--- src/rtl/psum_row_serializer.sv ---
// psum_row_serializer: captures full-width psum rows from the accelerator core
// into a small row FIFO and streams them out one psum word per cycle over a
// ready/valid interface. The core cannot be stalled, so rows arriving while the
// FIFO is full are dropped and recorded in a sticky overflow flag.
module psum_row_serializer #(
    parameter int col     = 8,
    parameter int psum_bw = 16,
    parameter int depth   = 4,
    localparam int col_w  = (col > 1) ? $clog2(col) : 1
) (
    input  logic                   clk,
    input  logic                   reset,
    input  logic                   in_valid,
    input  logic [psum_bw*col-1:0] in_data,
    input  logic                   out_ready,
    output logic                   out_valid,
    output logic [psum_bw-1:0]     out_data,
    output logic [col_w-1:0]       out_col,
    output logic                   out_last,
    output logic                   full,
    output logic                   empty,
    output logic                   overflow
);

    localparam int ptr_w = $clog2(depth);
    localparam int cnt_w = $clog2(depth + 1);

    localparam logic [cnt_w-1:0]   depth_c    = cnt_w'(depth);
    localparam logic [cnt_w-1:0]   cnt_zero_c = {cnt_w{1'b0}};
    localparam logic [cnt_w-1:0]   cnt_one_c  = {{(cnt_w-1){1'b0}}, 1'b1};
    localparam logic [col_w-1:0]   idx_zero_c = {col_w{1'b0}};
    localparam logic [col_w-1:0]   idx_one_c  = {{(col_w-1){1'b0}}, 1'b1};
    localparam logic [col_w-1:0]   last_col_c = col_w'(col - 1);
    localparam logic [ptr_w-1:0]   ptr_one_c  = {{(ptr_w-1){1'b0}}, 1'b1};
    localparam logic [psum_bw-1:0] word_zero_c = {psum_bw{1'b0}};

    // Extract psum word 'idx' from a full row (word k sits at bits [psum_bw*k +: psum_bw]).
    function automatic logic [psum_bw-1:0] word_at(
        input logic [psum_bw*col-1:0] row,
        input logic [col_w-1:0]       idx
    );
        return row[int'(idx)*psum_bw +: psum_bw];
    endfunction

    // Row storage and FIFO bookkeeping
    logic [psum_bw*col-1:0] mem_r [depth];
    logic [ptr_w-1:0]       wr_ptr_r;
    logic [ptr_w-1:0]       rd_ptr_r;
    logic [cnt_w-1:0]       count_r;
    logic [col_w-1:0]       idx_r;
    logic                   overflow_r;

    // Registered outputs
    logic                   out_valid_r;
    logic [psum_bw-1:0]     out_data_r;
    logic [col_w-1:0]       out_col_r;
    logic                   out_last_r;
    logic                   full_r;
    logic                   empty_r;

    // Next-state signals
    logic                   push_s;
    logic                   drop_s;
    logic                   xfer_s;
    logic                   pop_s;
    logic [ptr_w-1:0]       rd_ptr_nxt_s;
    logic [col_w-1:0]       idx_nxt_s;
    logic [cnt_w-1:0]       count_nxt_s;
    logic [psum_bw*col-1:0] head_nxt_s;

    // Decide push/drop/transfer/pop and compute the next pointer, column, count and head row.
    always_comb begin
        push_s       = in_valid && (count_r < depth_c);
        drop_s       = in_valid && (count_r == depth_c);
        xfer_s       = (count_r != cnt_zero_c) && out_ready;
        pop_s        = xfer_s && (idx_r == last_col_c);
        rd_ptr_nxt_s = rd_ptr_r;
        idx_nxt_s    = idx_r;
        count_nxt_s  = count_r;
        head_nxt_s   = mem_r[rd_ptr_r];

        if (pop_s) begin
            rd_ptr_nxt_s = rd_ptr_r + ptr_one_c;
        end else begin
            rd_ptr_nxt_s = rd_ptr_r;
        end

        if (xfer_s) begin
            if (idx_r == last_col_c) begin
                idx_nxt_s = idx_zero_c;
            end else begin
                idx_nxt_s = idx_r + idx_one_c;
            end
        end else begin
            idx_nxt_s = idx_r;
        end

        if (push_s && !pop_s) begin
            count_nxt_s = count_r + cnt_one_c;
        end else if (pop_s && !push_s) begin
            count_nxt_s = count_r - cnt_one_c;
        end else begin
            count_nxt_s = count_r;
        end

        // When the pushed row will be the only row, it becomes the head directly;
        // otherwise the next head is already stored in the row array.
        if (push_s && (count_nxt_s == cnt_one_c)) begin
            head_nxt_s = in_data;
        end else begin
            head_nxt_s = mem_r[rd_ptr_nxt_s];
        end
    end

    // Write accepted rows into the row array; contents of free slots are never observed.
    always_ff @(posedge clk) begin
        if (reset && push_s) begin
            mem_r[wr_ptr_r] <= in_data;
        end
    end

    // FIFO state, sticky overflow and registered output presentation.
    always_ff @(posedge clk) begin
        if (!reset) begin
            wr_ptr_r    <= {ptr_w{1'b0}};
            rd_ptr_r    <= {ptr_w{1'b0}};
            count_r     <= cnt_zero_c;
            idx_r       <= idx_zero_c;
            overflow_r  <= 1'b0;
            out_valid_r <= 1'b0;
            out_data_r  <= word_zero_c;
            out_col_r   <= idx_zero_c;
            out_last_r  <= 1'b0;
            full_r      <= 1'b0;
            empty_r     <= 1'b1;
        end else begin
            if (push_s) begin
                wr_ptr_r <= wr_ptr_r + ptr_one_c;
            end
            if (drop_s) begin
                overflow_r <= 1'b1;
            end
            rd_ptr_r <= rd_ptr_nxt_s;
            count_r  <= count_nxt_s;
            idx_r    <= idx_nxt_s;
            full_r   <= (count_nxt_s == depth_c);
            empty_r  <= (count_nxt_s == cnt_zero_c);
            if (count_nxt_s == cnt_zero_c) begin
                out_valid_r <= 1'b0;
                out_data_r  <= word_zero_c;
                out_col_r   <= idx_zero_c;
                out_last_r  <= 1'b0;
            end else begin
                out_valid_r <= 1'b1;
                out_data_r  <= word_at(head_nxt_s, idx_nxt_s);
                out_col_r   <= idx_nxt_s;
                out_last_r  <= (idx_nxt_s == last_col_c);
            end
        end
    end

    assign out_valid = out_valid_r;
    assign out_data  = out_data_r;
    assign out_col   = out_col_r;
    assign out_last  = out_last_r;
    assign full      = full_r;
    assign empty     = empty_r;
    assign overflow  = overflow_r;

endmodule

--- config.mk ---
export PLATFORM = sky130hd
export DESIGN_NAME = psum_row_serializer
export DESIGN_NICKNAME = d
export VERILOG_FILES = /design/src/rtl/psum_row_serializer.sv
export SDC_FILE = /design/constraint.sdc
export NUM_CORES = 1
export LEC_CHECK = 0
export ABC_AREA = 1
export BUFFER_PORTS_ARGS = -buffer_cell sky130_fd_sc_hd__buf_2
export CAP_MARGIN = 0
export CORE_MARGIN = 2
export CORE_UTILIZATION = 40
export DETAILED_ROUTE_END_ITERATION = 8
export PLACE_DENSITY = 0.58
export SLEW_MARGIN = 25
export SYNTH_ARGS = -nofsm -noshare
export SYNTH_HDL_FRONTEND = slang
export SYNTH_SLANG_ARGS = --single-unit
export TNS_END_PERCENT = 5
--- constraint.sdc ---
create_clock -name clk -period 10.8 [get_ports clk]
set_input_delay 0.54 -clock clk [delete_from_list [all_inputs] [get_ports clk]]
set_output_delay 0.54 -clock clk [all_outputs]
set_load 0.01 [all_outputs]
; ---- Word-level counts from Yosys, hierarchy flattened
; Memory sizes are Yosys's and may differ from the RTL's.
; Index checks and enable logic that the tools add are counted.
[classes]
magnitude_cmp = 1
eq_ne = 5
bitwise_logic = 1
n_mux = 9
n_shift = 1
n_addsub = 5
n_reduce_logical = 13
[ops]
columns = op, n
row1 = $mux 128, 1
row2 = $shiftx 128x8->16, 1
row3 = $eq 3x3->1 const B, 4
row4 = $mux 3, 4
row5 = $logic_and 1x1->1, 8
row6 = $add 3x1->3 const B, 2
row7 = $add 2x1->2 const B, 2
row8 = $eq 3x1->1 const B, 1
row9 = $logic_not 3->1, 1
row10 = $lt 3x3->1 const B, 1
row11 = $mux 1, 3
row12 = $reduce_bool 3->1, 1
row13 = $sub 3x1->3 const B, 1
row14 = $logic_not 1->1, 2
row15 = $mux 2, 1
row16 = $reduce_or 2->1, 1
row17 = $not 1->1, 1
[totals]
ff_bits = 34
ramBits = 512
input_bits = 132
memories = 1
output_inout_bits = 24
elab_cells = 47
[mem_list]
columns = name, depth, width, read_ports, rd_ports_with_merged_regs, write_ports, line
row1 = mem_r, 4, 128, 1, 0, 1, 46  ; logic [psum_bw*col-1:0] mem_r [depth];

; ---- Logic depth before layout (Yosys ltp)
; Gate-level depths: netlist of run 1.
[logic_depth]
depth_word = 10
depth_mapped = 17
mapped_depth_nobuf = 15

; ---- Worst setup path after synthesis of run 1
; No wires, ideal clock.
[synth_path]
kind = input -> register
startpoint = input port in_valid
endpoint = memory mem_r[0][0] (netlist bit), enable pin
arrival_ps = 6168
path_buffers = 0
path_slack_ps = 4016
setup_ps = 616
stages = 4
t_required_ps = 10184
path_cell_list = nand2_1 inv_1 nand2_1 nor2_1
[synth_between]
elab_chain_len = 4
[synth_rtl]
columns = element, line
row1 = "start, declared", 13  ; input logic in_valid,
row2 = $logic_and 1x1->1, 73  ; push_s = in_valid && (count_r < depth_c);
row3 = $logic_and 1x1->1, 117  ; if (reset && push_s) begin
row4 = $mux 1, 117
row5 = $mux 1 (implied by the code), 118  ; mem_r[wr_ptr_r] <= in_data;
row6 = "end, declared", 46
; No other way between the ends.

; ---- Final worst setup path of run 1
[layout_path]
startpoint = register count_r[0]
endpoint = register out_data_r[12] (netlist: out_data[12])
[layout_between]
elab_chain_len = 10
word_cells_on_any_way = 22
classes_between = add/sub: 2 / order compare: 1 / eq/ne: 1 / shift: 1 / mux: 5 / reduce/logical: 11 / memory: 1
[layout_rtl]
columns = element, line
row1 = "start, declared", 49  ; logic [cnt_w-1:0] count_r;
row2 = "start signal, assigned", 127  ; count_r <= cnt_zero_c;
row3 = "start signal, assigned", 144  ; count_r <= count_nxt_s;
row4 = $lt 3x3->1 / $reduce_bool 3->1 (equally long branches), "73, 75"
row5 = "$logic_and 1x1->1, on equally long branches", "73, 75"
row6 = $logic_not 1->1 / $logic_and 1x1->1 (equally long branches), "100, 76"
row7 = $logic_and 1x1->1 / $logic_not 1->1 (equally long branches), "100, 98"
row8 = $mux 3 / $logic_and 1x1->1 (equally long branches), "100, 98"
row9 = $mux 3, 98  ; if (push_s && !pop_s) begin
row10 = $eq 3x1->1, 108  ; if (push_s && (count_nxt_s == cnt_one_c)) begin
row11 = $logic_and 1x1->1, 108
row12 = $mux 128, 108
row13 = $shiftx 128x8->16, 42  ; return row[int'(idx)*psum_bw +: psum_bw];
row14 = "end signal, assigned", 131  ; out_data_r <= word_zero_c;
row15 = "end signal, assigned", 150  ; out_data_r <= word_zero_c;
row16 = "end signal, assigned", 155  ; out_data_r <= word_at(head_nxt_s, idx_nxt_s);
row17 = "end, declared", 55  ; logic [psum_bw-1:0] out_data_r;
; Several ways; a longest one is shown, not always the timed one.
; A chain may end at the register's enable or synchronous reset.

==> out/qor.log, run 1 <==
INFO  outcome        run_status=completed
INFO  grt            grt_pass1_wl=99800um
INFO  place          dp.final_hpwl=37900um
INFO  place          io_buffer_count=155
INFO  floorplan      start_util=0.403
INFO  worst_hold_path worstHoldPathType=input port to flop
INFO  routing        avgViaCountPerCell=5.49
INFO  clocking       cts-htree-levels=2
INFO  setup_path     critical-path-slowest-cell=sky130_fd_sc_hd__nand2_8
INFO  grt            grt_max_degree=129
INFO  floorplan      die_height=248um
INFO  power_and_ir_drop irDropWorstVdd=0.000138V
INFO  timing         achievable_clock_frequency=0.201GHz
INFO  finish         multi_input_comb_area=6490um^2
INFO  routing        drt_pre_antenna_iters=5
INFO  finish         num-nets-final=2327
INFO  timing         report.final.hold_viol_count=0
INFO  setup_path     critPathCaptureType=flop
INFO  timing         fin_skew=0.0310ns
INFO  routing        wire_length_per_cell_after_detailed_routing=22.3um
INFO  finish         area_growth_syn_to_layout=13.9%
INFO  timing         slew_viol_final=0
INFO  floorplan      i_o_pin_total=156
INFO  routing        detail_route.wirelength=67100um
INFO  clocking       clk_path_buf_depth=3
INFO  floorplan      fp-row-count=89
INFO  clocking       cts_repair_resize_count=0
INFO  floorplan      die_area=61300um^2
INFO  power_and_ir_drop p_leak=10.3nW
INFO  grt            overflow=0
INFO  clocking       cts.sinks=546
INFO  place          place_inst=2900
INFO  timing         setup-tns-final=0ns
INFO  clocking       cts_hold_buffers=0
INFO  synth          synthesized_instance_count=2097
INFO  timing         finalWorstPathRequiredPeriod=4.99ns
INFO  place          dpl_cell_area=25100um^2
INFO  timing         rsz0062_at_grt=no
INFO  power_and_ir_drop pwr_density_cell=190nW/um^2
INFO  clocking       clk-insertion-delay-late=0.64ns
INFO  synth          synth_async_sr_flop_share=0
INFO  routing        drtIter0Drc=1527
INFO  finish         finish.cell_count_without_fillers=3017
INFO  timing         tightest_slew=1.05ns
INFO  clocking       worst_setup_hold_path_clk_slew=0.06ns
INFO  routing        remaining_drc_errors=0
INFO  place          gp_routability_congestion=0.809
INFO  setup_path     path_cells=inv_1 -> ha_1 -> nand2_4 -> nand4_4 -> nand2_8 -> buf_4 -> buf_6 -> nand2_1 -> o211ai_1 -> nand3_1 -> nand3_1 -> nand2_1 -> nand3_1 -> nand2_1
INFO  synth          synth_top_flop_cell=sky130_fd_sc_hd__edfxtp_1
INFO  floorplan      chipWidth=248um
INFO  setup_path     start_kind=flop
INFO  clocking       cts_buffers=57
INFO  synth          syn_avg_cell_area=11.3um^2
INFO  timing         timing.final.crit_share=0.462
INFO  clocking       cts_tree=built
INFO  synth          synth_area=23700um^2
INFO  setup_path     critical_path_class=flop to flop
INFO  synth          synth_seq_area_share=0.677
INFO  setup_path     maximum_fanout_count_along_the_critical_path=119
INFO  clocking       clockRootBuffer=sky130_fd_sc_hd__clkbuf_16
INFO  setup_path     critPathArrivalTime=5.49ns
INFO  clocking       cts_setup_buffers=0
INFO  synth          yosysWarnings=0
INFO  setup_path     worst_ep_required_time=11.31ns
INFO  finish         final_layout_size_suffix_gt1_frac=0.153
INFO  timing         setup_viol=0
INFO  grt            antenna_found_initial=22
INFO  routing        antenna_left=0
INFO  grt            vias_in_the_first_global_route=15959
INFO  timing         relative_slew_margins=0.302
INFO  routing        route.vias.total=16557
INFO  finish         register_area=16100um^2
INFO  synth          synth_cell_type_count=34
INFO  finish         fill_cells=5414
INFO  synth          number_of_synthesized_flops_with_an_enable_pin=512
INFO  job            max_cap_viol_count=0
INFO  floorplan      core-area=58800um^2
INFO  grt            grtUsageTotal=0.217
INFO  synth          postSynthNetCount=2238
INFO  synth          ys_seq_elements=546
INFO  setup_path     worst_path_largest_cell_delay=0.89ns
INFO  finish         final_area=27000um^2
## worst max-delay path, delay by kind of cell (launching register included)
family,cells,cell delay (ns)
flip-flops,1,0.41
AO/OA/AOI/OAI,1,0.13
AND/OR/NAND/NOR,9,2.24
buffers and inverters,3,1.66
adder cells (fa/ha/maj),1,0.25
## power by group
group / switching, mW / internal, mW
clock: 0.836 / 1.16
sequential: 0.0207 / 2.40
combinational: 0.521 / 0.214
## synthesized netlist by cell type (4+ instances only)
library cell,n,share of area
sky130_fd_sc_hd__dfxtp_1,34,0.029
sky130_fd_sc_hd__o211ai_1,124,0.039
sky130_fd_sc_hd__inv_2,4,0.00063
sky130_fd_sc_hd__nor2_1,57,0.0090
sky130_fd_sc_hd__nand3b_1,42,0.013
sky130_fd_sc_hd__buf_2,100,0.021
sky130_fd_sc_hd__mux2i_1,10,0.0042
sky130_fd_sc_hd__nand2_1,365,0.058
sky130_fd_sc_hd__o21ai_0,8,0.0017
sky130_fd_sc_hd__o21ai_1,9,0.0019
sky130_fd_sc_hd__clkbuf_1,42,0.0066
sky130_fd_sc_hd__ha_1,9,0.0047
sky130_fd_sc_hd__nand2_2,4,0.0011
sky130_fd_sc_hd__a21oi_1,19,0.0040
sky130_fd_sc_hd__edfxtp_1,512,0.65
sky130_fd_sc_hd__nand3_1,539,0.11
sky130_fd_sc_hd__or2_2,48,0.013
sky130_fd_sc_hd__inv_1,147,0.023
## final cells by class
type | instances | area share
Timing Repair Buffer | 180 | 0.0376
Tap cell | 773 | 0.0358
Clock inverter | 23 | 0.00917
Clock buffer | 85 | 0.0612
Sequential cell | 546 | 0.594
Multi-Input combinational cell | 1250 | 0.240
Inverter | 151 | 0.0212
Antenna cell | 9 | 0.000833
## metal layers
layer | vias to the layer above | global-route usage | share of wire
li1 | 7689 | - | -
met1 | 8164 | 0.286 | 0.42
met2 | 541 | 0.352 | 0.48
met3 | 145 | 0.0395 | 0.066
met4 | 18 | 0.0963 | 0.038
met5 | - | 0 | 0.0016
## metrics by stage
step / hold slack (ns) / power, mW / util / worst slack (ns)
3_3_place_gp: 0.454 / 3.19 / 0.426 / 5.70
4_1_cts: 0.0921 / 5.18 / 0.459 / 5.50
3_5_place_dp: 0.444 / 3.20 / 0.427 / 5.54
6_report: 0.131 / 5.15 / 0.460 / 5.81
5_1_grt: 0.113 / 5.33 / 0.459 / 5.41
2_1_floorplan: 0.474 / 2.91 / - / 4.02
## state kept, by name, summed over array words and instances (netlist names), 2 cells and up
name / cells
count_r: 3
rd_ptr_r: 2
idx_r: 3
out_col: 3
out_data: 16
wr_ptr_r: 2
mem_r: 512
## placed cells by master, fill, tap and decap left out, types with 42 or more instances in the layout
cell	n
sky130_fd_sc_hd__buf_2	155
sky130_fd_sc_hd__o211ai_1	124
sky130_fd_sc_hd__nor2_1	52
sky130_fd_sc_hd__inv_1	146
sky130_fd_sc_hd__nand2_1	365
sky130_fd_sc_hd__clkbuf_16	58
sky130_fd_sc_hd__or2_2	48
sky130_fd_sc_hd__nand3b_1	42
sky130_fd_sc_hd__edfxtp_1	512
sky130_fd_sc_hd__nand3_1	539
## final timing paths
kind                            cells past startpoint  slack (ns)           end   startpoint
worst max-delay path                               14        5.81  out_data[12]   count_r[0]
worst min-delay path                                1        0.13  mem_r[3][98]  in_data[98]
worst max register to register                     14        5.81  out_data[12]   count_r[0]
worst min register to register                      2        0.45      overflow     overflow
## kinds of logic after synthesis
family	share of synthesized area
AND/OR/NAND/NOR	0.212
flip-flops	0.677
XOR/XNOR	0.000686
AO/OA/AOI/OAI	0.0479
adder cells (fa/ha/maj)	0.00475
buffers and inverters	0.0539
multiplexers	0.00422
Note: power is estimated with default switching activity, not from simulation.
==> run 2: changes to the inputs <==
- clock period: 10.8 -> 4.9 ns (I/O delays scaled with it)
==> run 2 against run 1 <==
Die area unchanged. Final area increased by 5.2%. Flip-flop and latch count unchanged. Global-route usage increased by 0.45 points. Critical path depth increased by 1. Sequential power increased by 120%. Via count increased by 3.1%. Core utilization increased by 2.4 points. Sequential share of layout area decreased by 3.0 points. Critical endpoint is now out_data[2]. Largest cell class unchanged. Largest power group unchanged. Highest routed layer unchanged.
==> out/qor.log, run 2 (synthesized netlist as in run 1, its figures left out) <==
INFO  setup_path     startpoint_of_the_worst_register_to_register_path=count_r[0] [unchanged]
INFO  worst_hold_path worstHoldPathType=input port to flop [unchanged]
INFO  routing        drt_pre_antenna_iters=5 [unchanged]
INFO  clocking       clk-insertion-delay-late=0.64ns [about the same]
INFO  worst_hold_path depth_of_the_worst_hold_timing_path=5 [was 1]
INFO  place          gp_routability_congestion=0.799 [was 0.809]
INFO  power_and_ir_drop power_switching_share=0.268 [about the same]
INFO  timing         relative_slew_margins=0.347 [was 0.302]
INFO  floorplan      chipWidth=248um [unchanged]
INFO  power_and_ir_drop total_switching_power=3.06mW [was 1.38 mW]
INFO  grt            grt_max_degree=169 [was 129]
INFO  grt            overflow=0 [unchanged]
INFO  setup_path     regToRegSetupSlack=1.29ns [was 5.81 ns]
INFO  floorplan      die_height=248um [unchanged]
INFO  timing         timing.final.crit_share=0.737 [was 0.462]
INFO  power_and_ir_drop combPwrFrac=0.150 [was 0.143]
INFO  timing         tightest_slew=0.979ns [was 1.05 ns]
INFO  setup_path     worst_ep_required_time=5.48ns [was 11.31 ns]
INFO  finish         num-nets-final=2470 [was 2327]
INFO  finish         area_growth_syn_to_layout=19.9% [was 13.9%]
INFO  clocking       cts_repair_resize_count=0 [unchanged]
INFO  power_and_ir_drop p_leak=10.9nW [was 10.3 nW]
INFO  power_and_ir_drop sequential_power_share=0.470 [about the same]
INFO  routing        remaining_drc_errors=0 [unchanged]
INFO  outcome        run_status=completed [unchanged]
INFO  routing        avgViaCountPerCell=5.41 [was 5.49]
INFO  floorplan      i_o_pin_total=156 [unchanged]
INFO  worst_hold_path min-delay-start=out_ready [was in_data[98]]
INFO  setup_path     worst_r2r_endpoint=out_data[2] [was out_data[12]]
INFO  power_and_ir_drop pwr_density_cell=401nW/um^2 [was 190 nW/um^2]
INFO  grt            grtUsageTotal=0.222 [was 0.217]
INFO  clocking       clk_path_buf_depth=3 [unchanged]
INFO  setup_path     critPathCaptureType=flop [unchanged]
INFO  routing        wire_length_per_cell_after_detailed_routing=21.6um [was 22.3 um]
INFO  clocking       worst_setup_hold_path_clk_slew=0.06ns [about the same]
INFO  setup_path     critical-path-slowest-cell=sky130_fd_sc_hd__inv_2 [was sky130_fd_sc_hd__nand2_8]
INFO  power_and_ir_drop irDropWorstVdd=0.000320V [was 0.000138 V]
INFO  finish         register_area=16100um^2 [unchanged]
INFO  setup_path     critical_path.most_common_cell=sky130_fd_sc_hd__nand3_1
INFO  routing        detail_route.wirelength=68300um [was 67100 um]
INFO  routing        antenna_left=0 [unchanged]
INFO  clocking       cts_buffers=58 [was 57]
INFO  timing         setup_viol=0 [unchanged]
INFO  finish         finish.cell_count_without_fillers=3156 [was 3017]
INFO  finish         fill_cells=5334 [was 5414]
INFO  grt            antenna_found_initial=10 [was 22]
INFO  floorplan      die_area=61300um^2 [unchanged]
INFO  setup_path     start_kind=flop [unchanged]
INFO  finish         most_flop_heavy_register=mem_r [unchanged]
INFO  setup_path     worstSetupPathDepth=15 [was 14]
INFO  finish         multi_input_comb_area=6490um^2 [unchanged]
INFO  setup_path     worst_path_largest_cell_delay=0.70ns [was 0.89 ns]
INFO  place          io_buffer_count=155 [unchanged]
INFO  routing        drtIter0Drc=1436 [was 1527]
INFO  worst_hold_path whs_endpoint=full [was mem_r[3][98]]
INFO  clocking       cts-htree-levels=2 [unchanged]
INFO  power_and_ir_drop clkPwrFrac=0.379 [was 0.387]
INFO  finish         largest_register_ffs=512 [unchanged]
INFO  timing         slew_viol_final=0 [unchanged]
INFO  finish         layout.cells.most_common=sky130_fd_sc_hd__nand3_1 [unchanged]
INFO  timing         finalWorstPathRequiredPeriod=3.61ns [was 4.99 ns]
INFO  routing        route.vias.total=17076 [was 16557]
INFO  floorplan      core-area=58800um^2 [unchanged]
INFO  timing         fin_skew=0.0331ns [was 0.0310 ns]
INFO  setup_path     path_cells=inv_1 -> ha_1 -> nand2_4 -> nand3_4 -> nand2_8 -> nand2_8 -> inv_2 -> nand2_1 -> nand3_1 -> nand3_1 -> nand3_1 -> nand3_1 -> nand3_1 -> nand2_1 -> inv_1 [was inv_1 -> ha_1 -> nand2_4 -> nand4_4 -> nand2_8 -> buf_4 -> buf_6 -> nand2_1 -> o211ai_1 -> nand3_1 -> nand3_1 -> nand2_1 -> nand3_1 -> nand2_1]
INFO  setup_path     worst_setup_path_startpoint=count_r[0] [unchanged]
INFO  clocking       cts_tree=built [unchanged]
INFO  clocking       cts.sinks=546 [unchanged]
INFO  setup_path     critPathArrivalTime=4.19ns [was 5.49 ns]
INFO  power_and_ir_drop internal-power=8.34mW [was 3.77 mW]
INFO  timing         rsz0062_at_grt=no [unchanged]
INFO  job            max_cap_viol_count=0 [unchanged]
INFO  setup_path     cp_num_buf_inv=3 [unchanged]
INFO  clocking       clockRootBuffer=sky130_fd_sc_hd__clkbuf_16 [unchanged]
INFO  floorplan      start_util=0.403 [unchanged]
INFO  setup_path     maximum_fanout_count_along_the_critical_path=87 [was 119]
INFO  timing         setup-tns-final=0ns [unchanged]
INFO  setup_path     cp_top_family=simple AND/OR/NAND/NOR gates [unchanged]
INFO  setup_path     critical_path_class=flop to flop [unchanged]
INFO  grt            grt_pass1_wl=103000um [was 99800 um]
INFO  timing         achievable_clock_frequency=0.277GHz [was 0.201 GHz]
INFO  floorplan      fp-row-count=89 [unchanged]
INFO  timing         report.final.hold_viol_count=0 [unchanged]
INFO  setup_path     worstRegToRegCells=15 [was 14]
INFO  finish         final_layout_size_suffix_gt1_frac=0.145 [was 0.153]
INFO  grt            vias_in_the_first_global_route=16964 [was 15959]
INFO  finish         highest_count_cells_in_the_layout_ignoring_fill_and_taps=sky130_fd_sc_hd__nand3_1, sky130_fd_sc_hd__edfxtp_1, sky130_fd_sc_hd__nand2_1, sky130_fd_sc_hd__buf_2, sky130_fd_sc_hd__inv_1 [unchanged]
INFO  place          place_inst=2912 [was 2900]
INFO  place          dp.final_hpwl=39500um [was 37900 um]
## run 2: timing repair
item                                    CTS  global route
endpoints found under the setup margin    0             0
hold buffers                            130             0
buffers inserted                          0             0
endpoints found under the hold margin   517             0
## run 2: tightest hold or removal path, stage by stage
cell and delay [ns]:
sky130_fd_sc_hd__buf_2 0.16, sky130_fd_sc_hd__nand4_1 0.15, sky130_fd_sc_hd__nand3_1 0.08, sky130_fd_sc_hd__nand2_1 0.09, sky130_fd_sc_hd__nor3_1 0.05
## run 2: layout make-up
class	instances	area share
tap	773	0.0340
timing repair buffer	322	0.0870
multi-input combinational	1250	0.228
antenna	4	0.000352
clock inverter	35	0.0114
clock buffer	75	0.0543
sequential	546	0.565
inverter	151	0.0200
## run 2: power groups by stage
stage	Combinational, mW	Sequential (mW)	Clock, mW
4_1_cts	1.72	5.36	4.40
2_1_floorplan	0.931	5.47	0
6_report	1.71	5.36	4.32
3_3_place_gp	1.61	5.45	0
5_1_grt	1.87	5.37	4.58
3_5_place_dp	1.61	5.45	0
## run 2: layer usage
metal / part of all wire / global-route usage
met2: 0.48 / 0.370
met4: 0.035 / 0.0826
met3: 0.066 / 0.0369
met5: 0.0011 / 0
met1: 0.42 / 0.291
## run 2: worst max-delay path by stage
| stage | to | slack, ns |
|---|---|---|
| final | out_data[2] | 1.29 |
| after global routing | out_data[12] | 1.01 |
| after CTS | out_data[2] | 1.31 |
| after detailed placement | out_data[2] | 1.32 |
| after global placement | out_data[9] | 1.41 |
| after floorplan | mem_r[0][0] | -1.74 |
## run 2: stage by stage
| step | util | hold slack, ns | cell area, um^2 | power (mW) | setup WS, ns |
|---|---|---|---|---|---|
| 3_3_place_gp | 0.429 | 0.451 | 25200 | 7.06 | 1.41 |
| 2_1_floorplan | - | 0.344 | 23700 | 6.41 | -1.74 |
| 3_5_place_dp | 0.430 | 0.443 | 25300 | 7.07 | 1.32 |
| 5_1_grt | 0.484 | 0.218 | 28400 | 11.8 | 1.01 |
| 6_report | 0.484 | 0.205 | 28400 | 11.4 | 1.29 |
| 4_1_cts | 0.483 | 0.148 | 28400 | 11.5 | 1.31 |
==> run 3: changes to the inputs <==
- clock period: 4.9 -> 3.6 ns (I/O delays scaled with it)
==> run 3 against run 2 <==
Worst hold slack worse by 0.053 ns. Sequential power up 36%. Clock skew down 0.00059 ns. Non-clock buffer count grew 2. Final area up 0.71%. Worst setup slack got worse by 0.72 ns. Flip-flop and latch count unchanged. Core utilization grew 0.34 points. Combinational power is 39% higher. Sequential share of layout area shrank 0.40 points. Critical path depth fell by 2. Critical path type unchanged. Critical endpoint is now out_data[0]. Largest power group unchanged. Highest routed layer is now met4.
==> out/qor.log, run 3 (synthesized netlist as in run 1, its figures left out) <==
INFO  outcome        run_status=completed [unchanged]
INFO  power_and_ir_drop irDropWorstVdd=0.000401V [was 0.000320 V]
INFO  clocking       worst_setup_hold_path_clk_slew=0.06ns [about the same]
INFO  timing         setup_viol=0 [unchanged]
INFO  clocking       cts.sinks=546 [unchanged]
INFO  grt            vias_in_the_first_global_route=17033 [was 16964]
INFO  setup_path     maximum_fanout_count_along_the_critical_path=41 [was 87]
INFO  grt            grt_pass1_wl=106000um [was 103000 um]
INFO  setup_path     path_cells=inv_1 -> ha_1 -> nand2_4 -> nand3_4 -> o21ai_4 -> buf_12 -> nand3_1 -> nand3_1 -> nand3_1 -> nand3_1 -> nand3_1 -> nand2_1 -> inv_1 [was inv_1 -> ha_1 -> nand2_4 -> nand3_4 -> nand2_8 -> nand2_8 -> inv_2 -> nand2_1 -> nand3_1 -> nand3_1 -> nand3_1 -> nand3_1 -> nand3_1 -> nand2_1 -> inv_1]
INFO  clocking       cts_setup_buffers=0 [unchanged]
INFO  setup_path     critical_path_class=flop to flop [unchanged]
INFO  clocking       clockRootBuffer=sky130_fd_sc_hd__clkbuf_16 [unchanged]
INFO  routing        route.vias.total=17133 [was 17076]
INFO  place          io_buffer_count=155 [unchanged]
INFO  clocking       clk-insertion-delay-late=0.64ns [about the same]
INFO  timing         finalWorstPathRequiredPeriod=3.03ns [was 3.61 ns]
INFO  timing         hold_ws=0.152ns [was 0.205 ns]
INFO  clocking       clk_path_buf_depth=3 [unchanged]
INFO  timing         relative_slew_margins=0.350 [was 0.347]
INFO  timing         rsz0062_at_grt=no [unchanged]
INFO  routing        avgViaCountPerCell=5.42 [was 5.41]
INFO  grt            overflow=0 [unchanged]
INFO  timing         fin_skew=0.0325ns [was 0.0331 ns]
INFO  setup_path     worst_ep_required_time=4.12ns [was 5.48 ns]
INFO  timing         tightest_slew=0.971ns [was 0.979 ns]
INFO  grt            antenna_found_initial=5 [was 10]
INFO  power_and_ir_drop p_leak=10.9nW [about the same]
INFO  setup_path     worst_path_largest_cell_delay=0.79ns [was 0.70 ns]
INFO  finish         highest_count_cells_in_the_layout_ignoring_fill_and_taps=sky130_fd_sc_hd__nand3_1, sky130_fd_sc_hd__edfxtp_1, sky130_fd_sc_hd__nand2_1, sky130_fd_sc_hd__buf_2, sky130_fd_sc_hd__inv_1 [unchanged]
INFO  worst_hold_path worstHoldPathType=input port to flop [unchanged]
INFO  grt            grt_max_degree=169 [unchanged]
INFO  finish         largest_register_ffs=512 [unchanged]
INFO  routing        antenna_left=0 [unchanged]
INFO  grt            grtUsageTotal=0.229 [was 0.222]
INFO  finish         layout.cells.most_common=sky130_fd_sc_hd__nand3_1 [unchanged]
INFO  job            max_cap_viol_count=0 [unchanged]
INFO  place          dp.final_hpwl=40400um [was 39500 um]
INFO  routing        remaining_drc_errors=0 [unchanged]
INFO  routing        drt_pre_antenna_iters=6 [was 5]
INFO  routing        wire_length_per_cell_after_detailed_routing=22.1um [was 21.6 um]
INFO  finish         most_flop_heavy_register=mem_r [unchanged]
INFO  clocking       cts_buffers=58 [unchanged]
INFO  power_and_ir_drop internal-power=11.2mW [was 8.34 mW]
INFO  floorplan      die_height=248um [unchanged]
INFO  setup_path     critical-path-slowest-cell=sky130_fd_sc_hd__o21ai_4 [was sky130_fd_sc_hd__inv_2]
INFO  finish         final_layout_size_suffix_gt1_frac=0.149 [was 0.145]
INFO  floorplan      chipWidth=248um [unchanged]
INFO  timing         timing.final.crit_share=0.841 [was 0.737]
INFO  floorplan      fp-row-count=89 [unchanged]
INFO  clocking       cts_tree=built [unchanged]
INFO  timing         setup-tns-final=0ns [unchanged]
INFO  power_and_ir_drop combPwrFrac=0.154 [was 0.150]
INFO  setup_path     critPathCaptureType=flop [unchanged]
INFO  clocking       cts_repair_resize_count=0 [unchanged]
INFO  power_and_ir_drop total_switching_power=4.19mW [was 3.06 mW]
INFO  power_and_ir_drop power_switching_share=0.272 [was 0.268]
INFO  place          gp_routability_congestion=0.798 [was 0.799]
INFO  routing        drtIter0Drc=1493 [was 1436]
INFO  timing         slew_viol_final=0 [unchanged]
INFO  clocking       cts-htree-levels=2 [unchanged]
INFO  floorplan      i_o_pin_total=156 [unchanged]
INFO  floorplan      die_area=61300um^2 [unchanged]
INFO  clocking       cts_hold_buffers=130 [unchanged]
INFO  power_and_ir_drop pwr_density_cell=539nW/um^2 [was 401 nW/um^2]
INFO  floorplan      core-area=58800um^2 [unchanged]
INFO  setup_path     critPathArrivalTime=3.55ns [was 4.19 ns]
INFO  setup_path     critical_path.most_common_cell=sky130_fd_sc_hd__nand3_1 [unchanged]
INFO  routing        detail_route.wirelength=69800um [was 68300 um]
INFO  timing         report.final.hold_viol_count=0 [unchanged]
INFO  finish         area_growth_syn_to_layout=20.7% [was 19.9%]
INFO  floorplan      start_util=0.403 [unchanged]
INFO  power_and_ir_drop sequential_power_share=0.472 [was 0.470]
INFO  finish         num-nets-final=2472 [was 2470]
INFO  setup_path     start_kind=flop [unchanged]
INFO  timing         achievable_clock_frequency=0.330GHz [was 0.277 GHz]
INFO  power_and_ir_drop clkPwrFrac=0.374 [was 0.379]
==> run 3: cell types whose count changed in the layout (fill, tap and decap cells not counted), sizes merged <==
cell	previous run	this run
clkinvlp	0	5
bufinv	5	2
clkinv	28	25
diode	4	5
clkbuf	75	76
buf	192	194
==> run 3: cell type report <==
type                            count  area (um^2)
Fill cell                        5280        30200
Sequential cell                   546        16100
Multi-Input combinational cell   1250         6490
Timing Repair Buffer              324         2710
Clock buffer                       76         1600
Tap cell                          773          967
Inverter                          151          569
Clock inverter                     34          238
Antenna cell                        5         12.5
==> run 3: per-layer routing <==
metal  routed length (um)  part of all wire  vias up  track usage
li1                     -                 -     7964            -
met1                29400              0.42     8486        0.303
met2                33900              0.49      570        0.384
met3                 4120             0.059      113       0.0341
met4                 2250             0.032        0       0.0838
met5                    0                 0        -            0
==> run 3: worst max-delay path, delay by kind of cell (launching register included) <==
family	cells	cell delay, ns
AO/OA/AOI/OAI	1	0.79
adder cells (fa/ha/maj)	1	0.25
buffers and inverters	3	0.45
flip-flops	1	0.40
AND/OR/NAND/NOR	8	1.00
==> run 3: worst paths after layout <==
path / start / end / slack, ns / depth (start not counted)
setup reg to reg: count_r[0] / out_data[0] / 0.57 / 13
hold reg to reg: overflow / overflow / 0.49 / 2
hold / removal: out_ready / full / 0.15 / 5
setup / recovery: count_r[0] / out_data[0] / 0.57 / 13
==> run 3: through the flow <==
step	area (um^2)	utilization	worst slack [ns]	cells	power [mW]
final	28600	0.487	0.571	3159	15.4
after global routing	28600	0.487	0.363	3156	16.0
after CTS	28600	0.487	0.561	3154	15.5
after detailed placement	25500	0.433	0.552	2914	9.68
after global placement	25500	0.433	0.623	2914	9.66
after floorplan	23700	-	-0.922	2097	8.70
==> run 3: power groups by stage <==
stage               combinational (mW)  sequential, mW  clock, mW
floorplan                         1.27            7.44          0
global placement                  2.25            7.41          0
detailed placement                2.26            7.41          0
CTS                               2.39            7.28       5.85
global route                      2.58            7.30       6.12
finish                            2.37            7.28       5.78
